$ cat config.mk
export PLATFORM = sky130hd
export DESIGN_NAME = serv_mtimer
export DESIGN_NICKNAME = d
export VERILOG_FILES = /design/src/rtl/serv_mtimer_pkg.sv /design/src/rtl/serv_mtimer_prescaler.sv /design/src/rtl/serv_mtimer.sv
export SDC_FILE = /design/constraint.sdc
export NUM_CORES = 1
export LEC_CHECK = 0
export CORE_MARGIN = 8
export CORE_UTILIZATION = 39
export DETAILED_ROUTE_END_ITERATION = 6
export PLACE_DENSITY = 0.66
export RECOVER_POWER = 25
export SLEW_MARGIN = 0
export SYNTH_ARGS = -nofsm -noshare
export SYNTH_HDL_FRONTEND = slang
export SYNTH_SLANG_ARGS = --single-unit
$ cat constraint.sdc
create_clock -name i_clk -period 5.1 [get_ports i_clk]
set_clock_uncertainty 0.1 [all_clocks]
set_input_delay 0.765 -clock i_clk [delete_from_list [all_inputs] [get_ports i_clk]]
set_output_delay 0.765 -clock i_clk [all_outputs]
set_load 0.01 [all_outputs]
$ cat src/rtl/serv_mtimer_pkg.sv
// Shared constants for the machine timer: register word offsets, mtimecmp reset
// value and the byte-lane write merge used by every writable register.
package serv_mtimer_pkg;

  localparam logic [1:0]  MTIME_LO    = 2'd0;
  localparam logic [1:0]  MTIME_HI    = 2'd1;
  localparam logic [1:0]  MTIMECMP_LO = 2'd2;
  localparam logic [1:0]  MTIMECMP_HI = 2'd3;

  localparam logic [63:0] MTIMECMP_RST = 64'hFFFF_FFFF_FFFF_FFFF;

  // Replace only the bytes whose select bit is set.
  function automatic logic [31:0] lane_merge(input logic [31:0] old_word,
                                             input logic [31:0] new_word,
                                             input logic [3:0]  sel);
    logic [31:0] res;
    res = old_word;
    for (int i = 0; i < 4; i++) begin
      if (sel[i]) res[8*i +: 8] = new_word[8*i +: 8];
    end
    return res;
  endfunction

endpackage

$ cat src/rtl/serv_mtimer_prescaler.sv
// Free-running divider producing a one-cycle tick every PRESCALE clocks.
// PRESCALE=1 degenerates to a tick on every cycle.
module serv_mtimer_prescaler #(
  parameter int PRESCALE = 16,
  parameter int PRE_W    = 4
) (
  input  logic i_clk,
  input  logic i_rst_n,
  output logic o_tick
);

  localparam logic [PRE_W-1:0] LAST = PRE_W'(PRESCALE - 1);

  logic [PRE_W-1:0] cnt_q, cnt_d;

  always_comb begin
    cnt_d = cnt_q + PRE_W'(1);
    if (cnt_q == LAST) cnt_d = '0;
  end

  always_ff @(posedge i_clk or negedge i_rst_n) begin
    if (!i_rst_n) cnt_q <= '0;
    else          cnt_q <= cnt_d;
  end

  assign o_tick = (cnt_q == LAST);

endmodule

$ cat src/rtl/serv_mtimer.sv
// RISC-V machine timer (mtime/mtimecmp) behind a 32-bit Wishbone slave port.
// o_mtip is a registered level of (mtime >= mtimecmp) feeding serv_csr.
module serv_mtimer
  import serv_mtimer_pkg::*;
#(
  parameter int PRESCALE = 16,
  parameter int PRE_W    = 4
) (
  input  logic        i_clk,
  input  logic        i_rst_n,
  input  logic [1:0]  i_wb_adr,
  input  logic [31:0] i_wb_dat,
  input  logic [3:0]  i_wb_sel,
  input  logic        i_wb_we,
  input  logic        i_wb_cyc,
  input  logic        i_wb_stb,
  output logic [31:0] o_wb_rdt,
  output logic        o_wb_ack,
  output logic        o_mtip
);

  logic        tick;
  logic        req, wr, rd;
  logic [63:0] mtime_q, mtime_d;
  logic [63:0] mtimecmp_q, mtimecmp_d;
  logic [31:0] rdt_q, rdt_d;
  logic        ack_q, ack_d;
  logic        mtip_q, mtip_d;

  serv_mtimer_prescaler #(
    .PRESCALE (PRESCALE),
    .PRE_W    (PRE_W)
  ) u_prescaler (
    .i_clk   (i_clk),
    .i_rst_n (i_rst_n),
    .o_tick  (tick)
  );

  // Masking with the ack flop keeps a held strobe from being served twice in a row.
  assign req = i_wb_cyc & i_wb_stb & ~ack_q;
  assign wr  = req & i_wb_we;
  assign rd  = req & ~i_wb_we;

  // A write to either mtime half takes the whole cycle: the tick is dropped, no carry.
  always_comb begin
    mtime_d = mtime_q;
    if (wr && i_wb_adr == MTIME_LO)
      mtime_d = {mtime_q[63:32], lane_merge(mtime_q[31:0], i_wb_dat, i_wb_sel)};
    else if (wr && i_wb_adr == MTIME_HI)
      mtime_d = {lane_merge(mtime_q[63:32], i_wb_dat, i_wb_sel), mtime_q[31:0]};
    else if (tick)
      mtime_d = mtime_q + 64'd1;
  end

  always_comb begin
    mtimecmp_d = mtimecmp_q;
    if (wr && i_wb_adr == MTIMECMP_LO)
      mtimecmp_d = {mtimecmp_q[63:32], lane_merge(mtimecmp_q[31:0], i_wb_dat, i_wb_sel)};
    else if (wr && i_wb_adr == MTIMECMP_HI)
      mtimecmp_d = {lane_merge(mtimecmp_q[63:32], i_wb_dat, i_wb_sel), mtimecmp_q[31:0]};
  end

  always_comb begin
    rdt_d = rdt_q;
    if (rd) begin
      case (i_wb_adr)
        MTIME_LO:    rdt_d = mtime_q[31:0];
        MTIME_HI:    rdt_d = mtime_q[63:32];
        MTIMECMP_LO: rdt_d = mtimecmp_q[31:0];
        default:     rdt_d = mtimecmp_q[63:32];
      endcase
    end
  end

  assign ack_d  = req;
  assign mtip_d = (mtime_q >= mtimecmp_q);

  always_ff @(posedge i_clk or negedge i_rst_n) begin
    if (!i_rst_n) begin
      mtime_q    <= '0;
      mtimecmp_q <= MTIMECMP_RST;
      rdt_q      <= '0;
      ack_q      <= 1'b0;
      mtip_q     <= 1'b0;
    end else begin
      mtime_q    <= mtime_d;
      mtimecmp_q <= mtimecmp_d;
      rdt_q      <= rdt_d;
      ack_q      <= ack_d;
      mtip_q     <= mtip_d;
    end
  end

  assign o_wb_rdt = rdt_q;
  assign o_wb_ack = ack_q;
  assign o_mtip   = mtip_q;

endmodule

# After elaboration in Yosys (flattened, before gate mapping)
# Cells that the tools add are included.
# classes
n_mux	10
magnitude_cmp	1
eq_ne	13
bitwise_logic	8
n_reduce_logical	23
n_addsub	2
# ops
operator	count
$mux 64	2
$pmux 32 s3	1
$add 64x1->64 const B	1
$ge 64x64->1	1
$mux 32	2
$reduce_and 3->1	12
$mux 8	4
$ne 2x2->1 const B	9
$reduce_and 2->1	4
$add 4x1->4 const B	1
$and 1x1->1	4
$eq 2x2->1 const B	2
$eq 4x4->1 const B	1
$logic_and 1x1->1	4
$mux 4	1
$not 1->1	4
$reduce_bool 2->1	2
$eq 2x1->1 const B	1
$logic_not 2->1	1
# totals
in_bits	43
output_inout_bits	34
register_bits	166

# Depth between registers and ports, before layout
# logic_depth
depth_word	6
depth_mapped	8
depth_no_buf	8

# Hierarchy
# Synthesis repeated with hierarchy kept, for this count alone.
# unflattened
cells_unflattened	1059
hier_area_um2	10490.1
# modules_own_cells
mod	n_inst	cells_per_inst	seq_area_each_um2	area_per_inst_um2
serv_mtimer	1	1046	4134.0	10321.1
serv_mtimer_prescaler	1	13	100.1	168.9

# Least setup slack after synthesis
# Ideal clock, no wire load.
# synth_path
kind	input port to flip-flop
startpoint	input i_wb_adr[0]
endpoint	register rdt_q[0] (netlist: o_wb_rdt[0])
stages	4
slack_ns	2.569
arrival_ns	2.306
n_path_buf	2
setup_ns	0.125
path_cell_list	clkbuf_1 > buf_1 > mux4_2 > mux2_2
# synth_via
elab_chain_cells	2
# synth_rtl
item	line_no	source
start: declaration	serv_mtimer.sv:11	input logic [1:0] i_wb_adr,
$eq 2x2->1, or another cell as far along	serv_mtimer.sv:66	case (i_wb_adr)
$pmux 32 s3 *	serv_mtimer.sv:66	
end signal: assignment	serv_mtimer.sv:88	rdt_q <= rdt_d;
end: declaration	serv_mtimer.sv:26	logic [31:0] rdt_q, rdt_d;
# Mark *: on every way between the ends. The rest lies on a longest branch, timed or not.
# A chain may end at the register's enable or synchronous reset.

# Worst setup path in the final report
# layout_path
startpoint	register mtime_q[1]
endpoint	register mtime_q[60]
# layout_via
elab_chain_cells	3
# layout_rtl
item	line_no	source
start: declaration	serv_mtimer.sv:24	logic [63:0] mtime_q, mtime_d;
start signal: assignment	serv_mtimer.sv:86	mtime_q <= mtime_d;
$add 64x1->64	serv_mtimer.sv:52	mtime_d = mtime_q + 64'd1;
$mux 64	serv_mtimer.sv:51	else if (tick)
$mux 64	serv_mtimer.sv:49	else if (wr && i_wb_adr == MTIME_HI)
# Every way passes these cells. The select of a mux whose other input is x is not followed.

==> flow_summary.ini <==
[status]
status = finished with violations
violations = capacitance limit, slew limit

[floorplan]
die_width_um = 181
io_pins = 77
fp.dieH_um = 181
die_area_um2 = 32800
rows = 60
coreArea_um2 = 26900
initial_core_util_pct = 39.6

[final_layout]
final_util_pct = 46.0
final_cell_mix = dfrtp_1, mux2_2, a21oi_1
area_growth_pct = 16.1
drive_gt1_share_pct = 23.3
nets = 1231
n_antenna_cell = 0
final_common_cell = dfrtp_1

[setup_path]
critPathCaptureType = register
crit_path_cell_trace = ha_1, nand3_2, nor4_4, nand4_2, nor3_1, a311o_1, o211ai_1
slowest_stage = nor4_4
path_class = register to register
path_max_fanout = 9
start_kind = register
worstPathBufferInverterCount = 0
required_ns = 5.31
crit_arrival_ns = 3.55
slowest_delay_ns = 0.77
cpLargestDelayFamily = simple AND/OR/NAND/NOR gates

[synth]
syn-cell-area_um2 = 10600
postSynthCellCount = 1055
synth_ff_type = dfrtp_1
ys_seq_area_share_pct = 39.8
yosysWarningCount = 0
synth_seq_cells = 166
async_flop_share_pct = 100
syn_nets = 1164
synth_area_per_cell_um2 = 10.1
yosysUniqueCellTypes = 75
synth_edf_count = 0

[power]
p_per_area_nw_per_um2 = 327
vdd_ir_drop_max_mv = 0.217
power_w = 0.00404
power.leakage_nw = 5.05

[sta]
finalHoldViolations = 0
tightestPinTransition_ns = 2.41
fin_ws_ns = 1.75
slew_violations = 95
layout_min_cycle_time_ns = 3.35
tns_ns = 0
fmax_ghz = 0.299
period_share_pct = 65.6
rsz0062_at_grt = no
setup_viol = 0
relSlewSlack_pct = -60.8

[routing]
wirelength_mm = 31.9
drt.antenna.violating_nets = 0
drc = 0
drt_iter0_drc = 923
viasPerCell = 6.10
drt_pass1_iterations = 5
vias = 8999
wl_per_cell_um = 21.6

[grt]
grt-ovfl-total = 0
antenna_found_initial = 0
grt_pass1_wl_mm = 51.7
track_usage_pct = 19.7
grt_start_max_net_pins = 95
grt_pass1_vias = 8946

[clock_tree]
cts_tree = yes
cts.clk_slew.worst_paths_ns = 0.07
ctsResizeCount = 0
cts_buffers = 17
cts_setup_buffers = 0
clockBufferDepth = 2
clock_sinks = 166
h-tree-depth = 4
root_buffer = clkbuf_16
clock_latency_ns = 0.43
cts_hold_buf = 0

[placement]
hpwlAfterDp_mm = 23.2
place_congestion = 0.907
post-place-ws_ns = 1.49
portBuffers = 76

[run]
cap_viol_max_count = 1

[worst_hold_path]
hold_path.class = register to register
layer usage:
| layer | track usage, % | vias up | part of all wire [%] |
|---|---|---|---|
| met5 | 0 | - | 0 |
| met4 | 7.90 | 0 | 3.3 |
| met3 | 3.65 | 57 | 6.6 |
| met2 | 30.9 | 357 | 46 |
| met1 | 26.6 | 4485 | 44 |
| li1 | - | 4100 | - |
worst paths after layout:
| check | start | end | slack, ns | cells after the start |
|---|---|---|---|---|
| worst max-delay path | mtime_q[1] | mtime_q[60] | 1.75 | 7 |
| worst min-delay path | u_prescaler.cnt_q[3] | u_prescaler.cnt_q[3] | 0.39 | 1 |
| worst max register to register | mtime_q[1] | mtime_q[60] | 1.75 | 7 |
| worst min register to register | u_prescaler.cnt_q[3] | u_prescaler.cnt_q[3] | 0.39 | 1 |
| max in group asynchronous | i_rst_n | mtime_q[47] | 2.24 | 2 |
| min in group asynchronous | i_rst_n | o_wb_rdt[23] | 0.95 | 1 |
area by class of cell:
| type | instances | area, um2 |
|---|---|---|
| multi-input cells | 766 | 5960 |
| fillers | 2502 | 14500 |
| clock inverters | 12 | 120 |
| clock buffers | 20 | 447 |
| inverters | 78 | 293 |
| repair buffers | 93 | 873 |
| flip-flops and latches | 166 | 4230 |
| well taps | 341 | 427 |
per-stage QoR:
step                hold WS (ns)  area (um2)  cells
floorplan                  0.344       10600   1055
global placement           0.359       11800   1444
detailed placement         0.377       11800   1444
CTS                        0.361       12400   1476
global route               0.427       12400   1476
finish                     0.388       12400   1476
flip-flops by register name, summed over array words and instances, names as in the netlist:
| signal | cells |
|---|---|
| u_prescaler.cnt_q | 4 |
| o_mtip | 1 |
| o_wb_ack | 1 |
| o_wb_rdt | 32 |
| mtimecmp_q | 64 |
| mtime_q | 64 |
cell usage after synthesis, drive strengths merged, types with 3 or more instances:
| library cell | number | area share, % |
|---|---|---|
| or4 | 3 | 0.28 |
| and3 | 17 | 1.0 |
| nor4 | 19 | 1.3 |
| nor3b | 7 | 0.49 |
| ha | 66 | 7.8 |
| nand3b | 3 | 0.21 |
| mux4 | 32 | 6.8 |
| dfstp | 64 | 16 |
| nor2b | 5 | 0.29 |
| o31ai | 3 | 0.21 |
| a21oi | 81 | 3.8 |
| nand4 | 35 | 2.2 |
| nand2 | 72 | 2.5 |
| clkbuf | 38 | 1.3 |
| o21ai | 66 | 3.1 |
| a221o | 4 | 0.38 |
| inv | 78 | 2.8 |
| and4 | 14 | 1.2 |
| nand3 | 39 | 2.0 |
| a311o | 3 | 0.28 |
| a41oi | 3 | 0.25 |
| or2 | 5 | 0.29 |
| nor2 | 62 | 2.2 |
| o21a | 6 | 0.42 |
| and2 | 10 | 0.59 |
| a31oi | 17 | 1.0 |
| dfrtp | 102 | 24 |
| or3 | 7 | 0.41 |
| a22oi | 8 | 0.56 |
| mux2 | 96 | 10 |
| a21o | 10 | 0.71 |
| buf | 7 | 0.28 |
| nor3 | 20 | 0.99 |
| a2bb2oi | 4 | 0.33 |
| o22a | 9 | 0.74 |
| o22ai | 5 | 0.35 |
cells by family after synthesis:
group	after synthesis	synth area share [%]
and+or+nand+nor	322	16.3
AOI/OAI and AO/OA	249	14.8
DFF	166	39.8
muxes	128	16.9
buffers and inverters	123	4.37
adders and majority gates	66	7.76
xor gates and xnor gates	1	0.0823
worst register-to-register path: cells and delay by family, from the launching register on:
family / cells / cell delay (ns)
AOI/OAI and AO/OA: 2 / 0.36
adders and majority gates: 1 / 0.28
and+or+nand+nor: 4 / 2.02
DFF: 1 / 0.47
power breakdown:
group          internal [W]  total (W)  switching, W  leakage (nW)
sequential          0.00159    0.00180      0.000207          2.00
clock              0.000694    0.00127      0.000573         0.266
combinational      0.000519   0.000973      0.000454          2.78
total               0.00281    0.00404       0.00123          5.05
(Power assumes the default switching activity.)
